File: config.mk
export PLATFORM = sky130hd
export DESIGN_NAME = rv_mem_arbiter
export DESIGN_NICKNAME = d
export VERILOG_FILES = /design/src/rtl/rv_mem_arbiter.sv
export SDC_FILE = /design/constraint.sdc
export NUM_CORES = 1
export LEC_CHECK = 0
export ABC_AREA = 1
export CORE_ASPECT_RATIO = 1.75
export CORE_UTILIZATION = 39
export CTS_CLUSTER_DIAMETER = 40
export DETAILED_ROUTE_END_ITERATION = 6
export MAX_ROUTING_LAYER = met4
export PLACE_DENSITY_LB_ADDON = 0.1
export SLEW_MARGIN = 20
export SYNTH_ARGS = -nofsm -noshare
export SYNTH_HDL_FRONTEND = slang
export SYNTH_SLANG_ARGS = --single-unit
File: constraint.sdc
create_clock -name clock -period 11 [get_ports clock]
set_clock_uncertainty 0.05 [all_clocks]
set_input_delay 2.75 -clock clock [delete_from_list [all_inputs] [get_ports clock]]
set_output_delay 2.75 -clock clock [all_outputs]
set_load 0.03 [all_outputs]
File: src/rtl/rv_mem_arbiter.sv
// Two-port (fetch + load/store) to one-port memory arbiter. Data has priority;
// fetch starvation is bounded by MAX_DATA_RUN. Define ARB_PERF_EN for perf counters.
module rv_mem_arbiter #(
  parameter int MAX_DATA_RUN = 4
) (
  input  logic        clock,
  input  logic        reset,
  input  logic        iReq,
  input  logic [31:0] iAddr,
  output logic [31:0] iData,
  output logic        iReady,
  input  logic        dReq,
  input  logic        dWrite,
  input  logic [2:0]  dFunc3,
  input  logic [31:0] dAddr,
  input  logic [31:0] dWData,
  output logic [31:0] dData,
  output logic        dReady,
  output logic        memValid,
  output logic [31:0] memAddress,
  output logic [2:0]  memFunc3,
  output logic        memWrite,
  output logic [31:0] memDataOut,
  input  logic [31:0] memDataIn,
  input  logic        memReady,
  output logic [20:0] perfIGrants,
  output logic [20:0] perfDGrants,
  output logic [20:0] perfConflicts
);
  typedef enum logic [1:0] {IDLE, IFETCH, DATA, RESP} state_t;

  typedef struct packed {
    logic [31:0] addr;
    logic [2:0]  func3;
    logic        write;
    logic [31:0] wdata;
  } bus_req_t;

  localparam logic [3:0] MAX_RUN = 4'(MAX_DATA_RUN);

  state_t     state;
  bus_req_t   bus;
  logic [3:0] data_run;
  logic       grant_d, grant_i;

  // Only meaningful while state == IDLE.
  always_comb begin
    grant_d = dReq && (!iReq || (data_run < MAX_RUN));
    grant_i = !grant_d && iReq;
  end

  assign memAddress = bus.addr;
  assign memFunc3   = bus.func3;
  assign memWrite   = bus.write;
  assign memDataOut = bus.wdata;

  always_ff @(posedge clock or posedge reset) begin
    if (reset) begin
      state    <= IDLE;
      bus      <= '0;
      memValid <= 1'b0;
      iReady   <= 1'b0;
      dReady   <= 1'b0;
      iData    <= '0;
      dData    <= '0;
      data_run <= '0;
    end else begin
      iReady <= 1'b0;
      dReady <= 1'b0;
      case (state)
        IDLE: begin
          if (grant_d) begin
            state    <= DATA;
            memValid <= 1'b1;
            bus      <= '{addr: dAddr, func3: dFunc3, write: dWrite, wdata: dWData};
            // Run length only grows while a fetch is actually being held off.
            if (iReq) data_run <= (data_run == 4'd15) ? data_run : data_run + 4'd1;
            else      data_run <= '0;
          end else if (grant_i) begin
            state    <= IFETCH;
            memValid <= 1'b1;
            bus      <= '{addr: iAddr, func3: 3'd2, write: 1'b0, wdata: 32'd0};
            data_run <= '0;
          end
        end
        IFETCH: begin
          if (memReady) begin
            iData    <= memDataIn;
            memValid <= 1'b0;
            iReady   <= 1'b1;
            state    <= RESP;
          end
        end
        DATA: begin
          if (memReady) begin
            if (!bus.write) dData <= memDataIn;
            memValid  <= 1'b0;
            bus.write <= 1'b0;
            dReady    <= 1'b1;
            state     <= RESP;
          end
        end
        default: state <= IDLE;
      endcase
    end
  end

`ifdef ARB_PERF_EN
  always_ff @(posedge clock or posedge reset) begin
    if (reset) begin
      perfIGrants   <= '0;
      perfDGrants   <= '0;
      perfConflicts <= '0;
    end else if (state == IDLE) begin
      if (grant_i)       perfIGrants   <= perfIGrants + 21'd1;
      if (grant_d)       perfDGrants   <= perfDGrants + 21'd1;
      if (iReq && dReq)  perfConflicts <= perfConflicts + 21'd1;
    end
  end
`else
  assign perfIGrants   = '0;
  assign perfDGrants   = '0;
  assign perfConflicts = '0;
`endif

endmodule
# Yosys cells after proc, flatten, opt, wreduce, memory -nomap -nowiden
# Index checks and enable logic that the tools add are counted.
[op_classes]
add_sub_neg = 1
muxes = 18
n_eq_ne = 7
n_bitwise = 1
n_reduce_logical = 17
order_cmp = 1
[ops]
columns = ["op", "n"]
rows = [
  ["two-way mux 68 bit", 2],
  ["two-way mux 4 bit", 4],
  ["AND reduction 3 bit", 4],
  ["two-way mux 1 bit", 6],
  ["two-way mux 2 bit", 3],
  ["!= test 3 bit (second input constant)", 2],
  ["AND reduction 2 bit", 3],
  ["nonzero test 2 bit", 3],
  ["adder 4 x 1 -> 4 bit (second input constant)", 1],
  ["equality test 4 bit (second input constant)", 1],
  ["< comparator 4 x 3 -> 1 bit (second input constant)", 1],
  ["case mux 1 bit (2 select lines)", 2],
  ["case mux 2 bit (2 select lines)", 1],
  ["equality test 2 x 1 -> 1 bit (second input constant)", 1],
  ["equality test 2 bit (second input constant)", 1],
  ["logical AND 1 bit", 2],
  ["logical NOT 1 bit", 2],
  ["logical NOT 2 bit", 1],
  ["!= test 2 x 1 -> 1 bit (second input constant)", 1],
  ["!= test 2 bit (second input constant)", 1],
  ["OR reduction 2 bit", 1],
  ["logical OR 1 bit", 1],
  ["NOT 1 bit", 1],
]
[totals]
output_inout_bits = 198
input_bits = 137
regBits = 141
elab_cells = 56

# Logic depth before layout (Yosys ltp)
[logic_depth]
depth_word = 8
mapped_depth = 8
mapped_depth_nobuf = 8

# Least setup slack after synthesis
# OpenSTA, ideal clock, no wires.
[synth_timing]
path_type = "input to register"
start = "input memReady"
end = "register dData[14]"
setup_ns = 0.126
n_path_buf = 2
path_slack_ns = 7.400
required_ns = 10.824
path_stages = 6
arrival_time_ns = 3.424
cell_sequence = "nand2_1 > or2_1 > buf_2 > buf_2 > nand2_1 > o21ai_0"
[synth_between]
elab_chain_len = 1
[synth_lines]
columns = ["element", "line_no", "rtl"]
rows = [
  ["start, declared", "25", "input logic memReady,"],
  ["AND reduction 3 bit (no source line)", "--", ""],
  ["end signal, assigned", "96", "if (!bus.write) dData <= memDataIn;"],
  ["end, declared", "17", "output logic [31:0] dData,"],
]
# Every way passes these cells.
# A chain may end at the register's enable or synchronous reset.

# Worst setup path in the final report
[layout_timing]
start = "input iReq"
end = "register bus (netlist bit memAddress[7])"
[layout_between]
elab_chain_len = 7
word_cells_on_any_way = 8
classes_between = "1 x mux; 7 x reduce/logical"
[layout_lines]
columns = ["element", "line_no", "rtl"]
rows = [
  ["start, declared", "8", "input logic iReq,"],
  ["logical NOT 1 bit", "48", "grant_d = dReq && (!iReq || (data_run < MAX_RUN));"],
  ["logical OR 1 bit", "48", ""],
  ["logical AND 1 bit", "48", ""],
  ["logical NOT 1 bit", "49", "grant_i = !grant_d && iReq;"],
  ["logical AND 1 bit", "49", ""],
  ["nonzero test 2 bit (no source line)", "--", ""],
  ["AND reduction 2 bit (no source line)", "--", ""],
  ["end signal, assigned", "75", "bus <= '{addr: dAddr, func3: dFunc3, write: dWrite, wdata: dWData};"],
  ["end signal, assigned", "82", "bus <= '{addr: iAddr, func3: 3'd2, write: 1'b0, wdata: 32'd0};"],
  ["end, declared", "42", "bus_req_t bus;"],
]
# Parallel ways exist; a longest one is shown, timed or not.

==> impl_metrics.yaml <==
synth:
  synth_seq_cells: 141
  netlist_area_um2: 6570
  avgSynthCellArea_um2: 8.23
  synthCells: 799
  synth_cell_types: 22
  ys_warn_count: 0
  ys_seq_area_frac: 0.537
hold_path:
  hp-class: "reg -> reg"
placed_design:
  portBuffers: 271
  dp_hpwl_um: 11800
  place_ws_ns: 6.04
  place.gp.congestion: 0.794
drt:
  wl_met1_um: 7050
  wl_met3_um: 964
  vias: 5617
  drtAntennaViolNets: 0
  top_layer: "met4"
  drtIter0Drc: 242
  via_per_inst: 4.36
  first_pass_iters: 6
  wl_per_cell_um: 13.4
  drt_wl_total_um: 17200
  drc: 0
  wl_met2_um: 8850
run_status:
  outcome: "finished clean"
timing:
  setup_tns_ns: 0
  worst_pin_slew_ns: 0.965
  setup_viol: 0
  fin_crit_ns: 4.54
  finalWorstSetupSlack_ns: 6.46
  finalMaxSlewViolations: 0
  hold_viol_final: 0
  max_clock_freq_mhz: 220
  max_slew_margin: 0.354
  rsz0062_at_grt: "no"
  post-route-period-util: 0.413
pwr:
  internal_power_uw: 1610
  power_density_nw_per_um2: 290
  p_leak_uw: 0.00484
  power_switching_uw: 1220
  pwr-share-comb: 0.499
  clkPwrFrac: 0.195
  p_seq_frac: 0.306
  p_sw_frac: 0.430
  ir_drop_mv: 0.126
clock_tree:
  clock_sinks: 141
  clk_latency_ns: 0.40
  htreeDepth: 4
  cts_made_buffers: 17
  cts_tree: "done"
  ctsHoldBuffers: 0
  post_cts_buffers: 0
  clk_pin_slew_ns: 0.06
  cts.path.max_buffers: 2
  cts_resized: 0
  cts_root_buf: "clkbuf_16"
setup_path:
  r2r-start: "data_run[3]"
  arrival_ns: 4.78
  crit_end: "memAddress[7]"
  regToRegSetupSlack_ns: 8.75
  crit_type: "in -> reg"
  start_kind: "input port"
  r2r-end: "memFunc3[1]"
  required_ns: 11.24
  end_kind: "flip-flop"
  crit_fanout: 64
  critPathLaunch: "iReq"
  r2r_cells: 5
finish:
  finish.net_count: 1193
  syn_to_final_growth_pct: 48.3
  drive_above_1_share: 0.0404
  n_antenna_cell: 0
global_routing:
  grt_antenna_before_repair: 0
  grt_pass1_vias: 5466
  grt_pass1_wl_um: 27400
  grt_use_total: 0.207
  grt_max_degree: 73
  grt_overflow_total: 0
floorplanning:
  die_x_um: 100
  num_io_pins: 335
  initial_core_util: 0.400
  fp.dieH_um: 174
  core.rowCount: 62
  dieArea_um2: 17400
  coreArea_um2: 16400
job:
  drv_cap: 0
[worst max-delay path: stages]
cell,delay (ns)
clkdlybuf4s50_1,0.63
o21ai_4,0.33
nand2_2,0.20
buf_4,0.54
nand2_1,0.13
nand3_1,0.11
nand2_1,0.06
[layout make-up]
| class | instances | area (um2) |
|---|---|---|
| Clock buffer | 19 | 443 |
| Clock inverter | 13 | 128 |
| Fill cell | 1546 | 6700 |
| Inverter | 109 | 414 |
| Multi-Input combinational cell | 506 | 2210 |
| Sequential cell | 141 | 3530 |
| Tap cell | 224 | 280 |
| Timing Repair Buffer | 276 | 2750 |
[logic make-up after synthesis]
logic type | synth area share
fa+ha+maj | 0.00952
xor+xnor | 0.00133
flops | 0.537
other cells | 0.000570
buf+inv | 0.166
compound gates | 0.0822
simple gates | 0.204
[power by group through the flow]
stage / combinational, uW / clock [uW] / sequential [uW]
CTS: 1430 / 568 / 868
floorplan: 414 / 0 / 1300
detailed placement: 1430 / 0 / 871
finish: 1410 / 551 / 867
global route: 1520 / 588 / 895
global placement: 1420 / 0 / 867
[per-layer routing]
layer / vias to the layer above / global-route usage
met3: 19 / 0.0427
met2: 204 / 0.350
met5: - / -
met4: 0 / 0.0749
li1: 2829 / -
met1: 2565 / 0.239
[layout by cell type, fill, tap and decap left out, types with 2 or more instances in the layout]
| cell | instances |
|---|---|
| buf_4 | 5 |
| clkbuf_16 | 17 |
| clkdlybuf4s50_1 | 271 |
| clkinvlp_4 | 5 |
| conb_1 | 63 |
| dfrtp_1 | 141 |
| ha_1 | 5 |
| inv_1 | 107 |
| inv_6 | 6 |
| nand2_1 | 252 |
| nand3_1 | 68 |
| nand4_1 | 2 |
| nor2_1 | 7 |
| o21ai_0 | 77 |
| o21ai_1 | 26 |
| o21ai_4 | 2 |
[per-stage QoR]
stage / instances / area [um2] / total power, uW / hold WS [ns] / util
detailed placement: 1256 / 9170 / 2300 / 0.414 / 0.558
CTS: 1288 / 9740 / 2860 / 0.430 / 0.592
finish: 1288 / 9750 / 2830 / 0.426 / 0.593
global route: 1288 / 9750 / 3000 / 0.453 / 0.593
global placement: 1256 / 9170 / 2280 / 0.411 / 0.558
floorplan: 861 / 6810 / 1710 / 0.407 / -
[worst min path at each step]
stage,startpoint,cells after the start,endpoint
floorplan,data_run[1],2,data_run[1]
global placement,memAddress[23],2,memAddress[23]
detailed placement,memAddress[21],2,memAddress[21]
CTS,memAddress[21],2,memAddress[21]
global route,iData[13],2,iData[13]
finish,memAddress[21],2,memAddress[21]
[cell usage after synthesis, drive strengths merged]
cell type,n,share of area
inv,109,0.062
conb,1,0.00057
or2,1,0.00095
clkbuf,17,0.0099
xnor2,1,0.0013
o21ai,105,0.082
buf,88,0.093
nand2,254,0.15
nor2,7,0.0040
nand3,68,0.052
nand4,2,0.0019
dfrtp,141,0.54
ha,5,0.0095
[flip-flops by register name, summed over array words and instances (netlist names)]
signal / flops
memDataOut: 32
iReady: 1
memWrite: 1
dData: 32
memValid: 1
memAddress: 32
iData: 32
dReady: 1
state: 2
data_run: 4
memFunc3: 3
No activity file was read; power rests on OpenSTA's default activity.
